==> src/rtl/anchor_point_detector_if.sv <==
// Bundle of VGA scan, object position and anchor summary signals between the
// position registers, the anchor point detector and the game-control logic.
interface anchor_point_detector_if #(
    parameter int NUM_OBJ = 4,
    parameter int COORD_W = 11
) ();
    localparam int CNT_W = $clog2(NUM_OBJ + 1);

    logic                       startOfFrame;
    logic [COORD_W-1:0]         pixelX;
    logic [COORD_W-1:0]         pixelY;
    logic [NUM_OBJ*COORD_W-1:0] topLeftX;
    logic [NUM_OBJ*COORD_W-1:0] topLeftY;
    logic [NUM_OBJ-1:0]         objValid;

    logic [NUM_OBJ-1:0]         is_local;
    logic [NUM_OBJ-1:0]         frame_hits;
    logic [NUM_OBJ-1:0]         frame_missed;
    logic [CNT_W-1:0]           hit_count;
    logic                       summary_valid;

    modport master (
        output startOfFrame, pixelX, pixelY, topLeftX, topLeftY, objValid,
        input  is_local, frame_hits, frame_missed, hit_count, summary_valid
    );

    modport slave (
        input  startOfFrame, pixelX, pixelY, topLeftX, topLeftY, objValid,
        output is_local, frame_hits, frame_missed, hit_count, summary_valid
    );
endinterface

==> src/rtl/anchor_point_detector.sv <==
// Flags the scan cycle at which each object's anchor point is reached and
// publishes a per-frame hit/miss summary at every startOfFrame.
module anchor_point_detector #(
    parameter int NUM_OBJ  = 4,
    parameter int COORD_W  = 11,
    parameter int OFFSET_X = 16,
    parameter int OFFSET_Y = 16
) (
    input  logic                    clk,
    input  logic                    resetN,
    anchor_point_detector_if.slave  bus
);
    // state | meaning
    // IDLE  | after reset; prior frame incomplete, no accumulation, summary held 0
    // ARMED | accumulating hits; each startOfFrame closes and publishes a frame
    typedef enum logic {
        IDLE  = 1'b0,
        ARMED = 1'b1
    } state_t;

    localparam int                 CNT_W = $clog2(NUM_OBJ + 1);
    localparam logic [COORD_W-1:0] OFF_X = COORD_W'(OFFSET_X);
    localparam logic [COORD_W-1:0] OFF_Y = COORD_W'(OFFSET_Y);

    state_t             r_state;
    state_t             w_next_state;
    logic               w_close;
    logic [NUM_OBJ-1:0] w_hit;
    logic [COORD_W-1:0] w_anchor_x [NUM_OBJ];
    logic [COORD_W-1:0] w_anchor_y [NUM_OBJ];

    logic [NUM_OBJ-1:0] r_acc;
    logic [NUM_OBJ-1:0] r_is_local;
    logic [NUM_OBJ-1:0] r_frame_hits;
    logic [NUM_OBJ-1:0] r_frame_missed;
    logic [CNT_W-1:0]   r_hit_count;
    logic               r_summary_valid;

    function automatic logic [CNT_W-1:0] popcount(input logic [NUM_OBJ-1:0] v);
        logic [CNT_W-1:0] n;
        n = '0;
        for (int i = 0; i < NUM_OBJ; i++) begin
            n = n + CNT_W'(v[i]);
        end
        return n;
    endfunction

    // Anchor sums wrap modulo 2^COORD_W, so negative positions work unchanged.
    for (genvar g = 0; g < NUM_OBJ; g++) begin : g_ch
        assign w_anchor_x[g] = bus.topLeftX[g*COORD_W +: COORD_W] + OFF_X;
        assign w_anchor_y[g] = bus.topLeftY[g*COORD_W +: COORD_W] + OFF_Y;
        assign w_hit[g]      = bus.objValid[g]
                               && (bus.pixelX == w_anchor_x[g])
                               && (bus.pixelY == w_anchor_y[g]);
    end

    assign w_close = (r_state == ARMED) && bus.startOfFrame;

    always_ff @(posedge clk) begin
        if (!resetN) begin
            r_state <= IDLE;
        end else begin
            r_state <= w_next_state;
        end
    end

    always_comb begin
        w_next_state = r_state;
        case (r_state)
            IDLE:    if (bus.startOfFrame) w_next_state = ARMED;
            ARMED:   w_next_state = ARMED;
            default: w_next_state = IDLE;
        endcase
    end

    // A hit coinciding with startOfFrame seeds the new frame's accumulator,
    // including on the IDLE->ARMED transition.
    always_ff @(posedge clk) begin
        if (!resetN) begin
            r_acc           <= '0;
            r_is_local      <= '0;
            r_frame_hits    <= '0;
            r_frame_missed  <= '0;
            r_hit_count     <= '0;
            r_summary_valid <= 1'b0;
        end else begin
            r_is_local      <= w_hit;
            r_summary_valid <= w_close;
            if (r_state == IDLE) begin
                r_acc <= bus.startOfFrame ? w_hit : '0;
            end else if (bus.startOfFrame) begin
                r_acc          <= w_hit;
                r_frame_hits   <= r_acc;
                r_frame_missed <= bus.objValid & ~r_acc;
                r_hit_count    <= popcount(r_acc);
            end else begin
                r_acc <= r_acc | w_hit;
            end
        end
    end

    assign bus.is_local      = r_is_local;
    assign bus.frame_hits    = r_frame_hits;
    assign bus.frame_missed  = r_frame_missed;
    assign bus.hit_count     = r_hit_count;
    assign bus.summary_valid = r_summary_valid;
endmodule

==> src/flat_wrapper.sv <==
// flat-port wrapper written by rule: the top's interface ports become plain ports
module anchor_point_detector_flat 
#(
    parameter int NUM_OBJ  = 4,
    parameter int COORD_W  = 11,
    parameter int OFFSET_X = 16,
    parameter int OFFSET_Y = 16
)
  (clk, resetN, bus_startOfFrame, bus_pixelX, bus_pixelY, bus_topLeftX, bus_topLeftY, bus_objValid, bus_is_local, bus_frame_hits, bus_frame_missed, bus_hit_count, bus_summary_valid);
  anchor_point_detector_if #(.NUM_OBJ(NUM_OBJ), .COORD_W(COORD_W)) bus_i ();
  input  logic clk;
  input  logic resetN;
  input wire logic [$bits(bus_i.startOfFrame)-1:0] bus_startOfFrame;
  input wire logic [$bits(bus_i.pixelX)-1:0] bus_pixelX;
  input wire logic [$bits(bus_i.pixelY)-1:0] bus_pixelY;
  input wire logic [$bits(bus_i.topLeftX)-1:0] bus_topLeftX;
  input wire logic [$bits(bus_i.topLeftY)-1:0] bus_topLeftY;
  input wire logic [$bits(bus_i.objValid)-1:0] bus_objValid;
  output wire logic [$bits(bus_i.is_local)-1:0] bus_is_local;
  output wire logic [$bits(bus_i.frame_hits)-1:0] bus_frame_hits;
  output wire logic [$bits(bus_i.frame_missed)-1:0] bus_frame_missed;
  output wire logic [$bits(bus_i.hit_count)-1:0] bus_hit_count;
  output wire logic [$bits(bus_i.summary_valid)-1:0] bus_summary_valid;
  assign bus_i.startOfFrame = bus_startOfFrame;
  assign bus_i.pixelX = bus_pixelX;
  assign bus_i.pixelY = bus_pixelY;
  assign bus_i.topLeftX = bus_topLeftX;
  assign bus_i.topLeftY = bus_topLeftY;
  assign bus_i.objValid = bus_objValid;
  assign bus_is_local = bus_i.is_local;
  assign bus_frame_hits = bus_i.frame_hits;
  assign bus_frame_missed = bus_i.frame_missed;
  assign bus_hit_count = bus_i.hit_count;
  assign bus_summary_valid = bus_i.summary_valid;
  anchor_point_detector #(.NUM_OBJ(NUM_OBJ), .COORD_W(COORD_W), .OFFSET_X(OFFSET_X), .OFFSET_Y(OFFSET_Y)) u_core (.clk(clk), .resetN(resetN), .bus(bus_i));
endmodule
==> config.mk <==
export PLATFORM = sky130hd
export DESIGN_NAME = anchor_point_detector_flat
export DESIGN_NICKNAME = d
export VERILOG_FILES = /design/src/rtl/anchor_point_detector_if.sv /design/src/rtl/anchor_point_detector.sv /design/src/flat_wrapper.sv
export SDC_FILE = /design/constraint.sdc
export NUM_CORES = 1
export LEC_CHECK = 0
export BUFFER_PORTS_ARGS = -buffer_cell sky130_fd_sc_hd__buf_4
export CAP_MARGIN = 20
export CORE_AREA = 3 3 98 100
export DETAILED_ROUTE_END_ITERATION = 8
export DIE_AREA = 0 0 101 103
export GPL_TIMING_DRIVEN = 0
export PLACE_DENSITY = 0.55
export SETUP_SLACK_MARGIN = 0.15
export SKIP_LAST_GASP = 1
export SLEW_MARGIN = 20
export SYNTH_ARGS = -nofsm -noshare
export SYNTH_HDL_FRONTEND = slang
export SYNTH_SLANG_ARGS = --single-unit
export TNS_END_PERCENT = 30
==> constraint.sdc <==
create_clock -name clk -period 3.26 [get_ports clk]
set_input_delay 0.163 -clock clk [delete_from_list [all_inputs] [get_ports clk]]
set_output_delay 0.163 -clock clk [all_outputs]
set_load 0.03 [all_outputs]
==> results_dict.tcl <==
set metrics [dict create \
    netlist-cell-type-count 43 \
    die-area_sq_mm 0.0104 \
    setup_repair_after_global_routing_missed_its_margin "false" \
    synth_top_cells_by_count "sky130_fd_sc_hd__xnor2_1 (51), sky130_fd_sc_hd__xor2_1 (48), sky130_fd_sc_hd__nand2_1 (37)" \
    final-max-slew-violation-count 0 \
    largest_net_degree_at_the_start_of_global_routing 12 \
    critPathLaunchType "input pin" \
    clock_sinks 21 \
    max_stage_delay_ns 0.41 \
    yosys-top-cells-area "sky130_fd_sc_hd__xnor2_1 (17%), sky130_fd_sc_hd__dfxtp_1 (16%), sky130_fd_sc_hd__xor2_1 (16%)" \
    postCtsSetupBuffers 0 \
    prevailing_post_synth_register_cell "sky130_fd_sc_hd__dfxtp_1" \
    remaining_drc_errors 0 \
    clockBufferDepth 2 \
    period_needed_ns 1.83 \
    post_layout_nonfiller_instances 591 \
    fp.dieW_microns 101 \
    placed_cells 587 \
    cts_inserted_buffers 3 \
    synth_async_sr_flop_share_pct 0 \
    post_place_setup_slack_ns 1.11 \
    setup_viol 0 \
    timing.setup.tns_ns 0 \
    power.leakage_nw 1.58 \
    ctsResizeCount 0 \
    synth_fp_nets 478 \
    cell_internal_pwr_uw 555 \
    ys_warn_count 0 \
    design.portCount 133 \
    power_density_mw_per_mm2 221 \
    cts.hold.buffers_added 0 \
    holdCritPathClass "input pin to flop" \
    dpl-instance-area_sq_mm 0.00375 \
    global_route.usage.total_pct 16.9 \
    power.switching_uw 283 \
    grt_antenna_before_repair 0 \
    result_of_the_run "finished clean" \
    yosysMostFrequentCell "sky130_fd_sc_hd__xnor2_1" \
    design_power_total_uw 838 \
    r2r_start "u_core.r_acc[0]$_SDFF_PN0_" \
    worstMarginPinSlew_ns 0.507 \
    route.detailed.wl_per_inst_microns 15.5 \
    slew_headroom_pct 65.9 \
    worstSetupStartpoint "bus_topLeftX[4]" \
    setup_ws_ns 1.43 \
    latest_clock_arrival_within_the_worst_skew_pair_ns 0.26 \
    min_period_over_period_pct 56.0 \
    die_y_microns 103 \
    first_global_vias 2903 \
    tritoncts "done" \
    seq_area_frac_synth_pct 15.9 \
    cts-root-buf "sky130_fd_sc_hd__clkbuf_8" \
    vdd_ir_drop_max_mv 0.103 \
    path_max_fanout 5 \
    final_design_area_no_fill_sq_mm 0.00379 \
    path_buf_inv 1 \
    postSynthAreaPerCell_sq_um 7.56 \
    wirelength_routed_microns 9190 \
    num_antenna_cells 0 \
    initial_util_pct 30.2 \
    synth_top_area_share_pct 16.9 \
    drt_iter0_drc 87 \
    grt_pass1_wl_microns 13800 \
    switching_part_of_the_total_power_pct 33.8 \
    criticalPathCategory "input pin to flop" \
    synth_largest_area_cell "sky130_fd_sc_hd__xnor2_1" \
    cp_data_required_time_ns 3.47 \
    num_rows 34 \
    crit_path_end_kind "flop" \
    globalRoute.totalOverflow 0 \
    power_frac_comb_pct 48.9 \
    synth-edff-count 0 \
    flow.area_growth_from_synthesis_pct 43.4 \
    dp_hpwl_microns 8290 \
    detail_route.first_pass.iterations 4 \
    path_common_cell "sky130_fd_sc_hd__nand4_1" \
    synthCells 350 \
    clkPwrFrac_pct 19.9 \
    nNetsFinal 612 \
    viasPerCell 4.97 \
    cp.arrival_ns 2.03 \
    io_buffers 129 \
    drive_gt1_share_pct 28.2 \
    critical_path.top_delay_family "simple AND/OR/NAND/NOR gates" \
    synthesis.area_sq_mm 0.00265 \
    htree_levels 1 \
    via_count 2936 \
    postRouteAntennaNets 0 \
    seq_power_share_pct 31.2 \
    hold_start "resetN" \
    finalHoldViolations 0 \
    crit_path_cell_trace "buf_4 -> ha_1 -> xnor2_1 -> nand4_1 -> nor4_1 -> nand4_1 -> nor4_2 -> o21a_1" \
    fp.coreArea_sq_mm 0.00876 \
    max_cap_viol_count 0 \
    finalWeightedCongestion 0.864 \
    critical_path.slowest_cell "sky130_fd_sc_hd__nor4_2" \
    postSynthRegisterBits 21 \
    clock-skew-final_ns 0.00340 \
    fmax_mhz 548 \
    path_clk_slew_ns 0.07 \
]
-- area by class of cell --
class	instances	area, sq um
Buffer	9	38.8
Clock buffer	4	45.0
Sequential cell	21	420
Tap cell	108	135
Inverter	8	30.0
Timing Repair Buffer	129	968
Multi-Input combinational cell	312	2160
Fill cell	937	4970
-- final timing paths --
path                                        endpoint  slack, ns  cells past startpoint
min reg2reg  u_core.bus.frame_missed[0]$_SDFFE_PN0P_       0.45                      2
max                       u_core.r_acc[0]$_SDFF_PN0_       1.43                      8
max reg2reg     u_core.bus.hit_count[1]$_SDFFE_PN0P_       1.72                      5
min                u_core.bus.is_local[2]$_SDFF_PN0_       0.14                      2
-- sequential cells by signal, indices dropped and copies added (netlist names) --
name and flops:
u_core.r_acc 4, u_core.bus.frame_hits 4, u_core.bus.hit_count 3, u_core.r_state 1, u_core.bus.is_local 4, u_core.bus.summary_valid 1, u_core.bus.frame_missed 4
-- cells by family after synthesis --
| group | Yosys count | synth area share, % |
|---|---|---|
| adders and majority gates | 11 | 5.48 |
| xor gates and xnor gates | 99 | 32.8 |
| and+or+nand+nor | 139 | 27.8 |
| AOI/OAI and AO/OA | 63 | 15.4 |
| DFF | 21 | 15.9 |
| buffers and inverters | 17 | 2.60 |
-- power by group through the flow --
| stage | Sequential, mW | Clock [mW] | Combinational, mW |
|---|---|---|---|
| floorplan | 0.272 | 0 | 0.199 |
| global placement | 0.267 | 0 | 0.408 |
| detailed placement | 0.267 | 0 | 0.412 |
| CTS | 0.261 | 0.172 | 0.414 |
| global route | 0.262 | 0.185 | 0.453 |
| finish | 0.261 | 0.166 | 0.410 |
-- cells in the final DEF (no fill, tap or decap), types with 4 or more instances in the layout --
| cell type | netlist | routed |
|---|---|---|
| sky130_fd_sc_hd__nor4_1 | 10 | 10 |
| sky130_fd_sc_hd__nor2_1 | 15 | 15 |
| sky130_fd_sc_hd__o31ai_1 | 4 | 4 |
| sky130_fd_sc_hd__dfxtp_1 | 21 | 21 |
| sky130_fd_sc_hd__a21oi_1 | 20 | 20 |
| sky130_fd_sc_hd__nand4_1 | 12 | 12 |
| sky130_fd_sc_hd__ha_1 | 10 | 10 |
| sky130_fd_sc_hd__or4_1 | 4 | 4 |
| sky130_fd_sc_hd__buf_4 | 1 | 130 |
| sky130_fd_sc_hd__o22ai_1 | 4 | 4 |
| sky130_fd_sc_hd__nand3b_1 | 5 | 5 |
| sky130_fd_sc_hd__and2_1 | 10 | 10 |
| sky130_fd_sc_hd__o211ai_1 | 5 | 5 |
| sky130_fd_sc_hd__o21ai_0 | 9 | 9 |
| sky130_fd_sc_hd__o21a_1 | 6 | 6 |
| sky130_fd_sc_hd__xnor2_1 | 51 | 51 |
| sky130_fd_sc_hd__xor2_1 | 48 | 48 |
| sky130_fd_sc_hd__inv_1 | 8 | 8 |
| sky130_fd_sc_hd__nor2b_1 | 5 | 5 |
| sky130_fd_sc_hd__nor3_1 | 7 | 7 |
| sky130_fd_sc_hd__clkbuf_1 | 7 | 8 |
| sky130_fd_sc_hd__nand3_1 | 21 | 21 |
| sky130_fd_sc_hd__nand2_1 | 37 | 37 |
-- layer usage --
layer | global-route usage (%) | part of all wire, % | up-vias
met3 | 2.57 | 7.2 | 13
li1 | - | - | 1512
met1 | 21.7 | 43 | 1299
met2 | 30.4 | 48 | 112
met4 | 2.86 | 1.3 | 0
met5 | 0 | 0 | -
-- through the flow --
| stage | util [%] | hold WS (ns) |
|---|---|---|
| after global placement | 42.8 | 0.416 |
| final | 43.3 | 0.144 |
| after detailed placement | 42.8 | 0.415 |
| after floorplan | - | 0.285 |
| after global routing | 43.3 | 0.152 |
| after CTS | 43.3 | 0.142 |
Note: power is estimated with default switching activity, not from simulation.
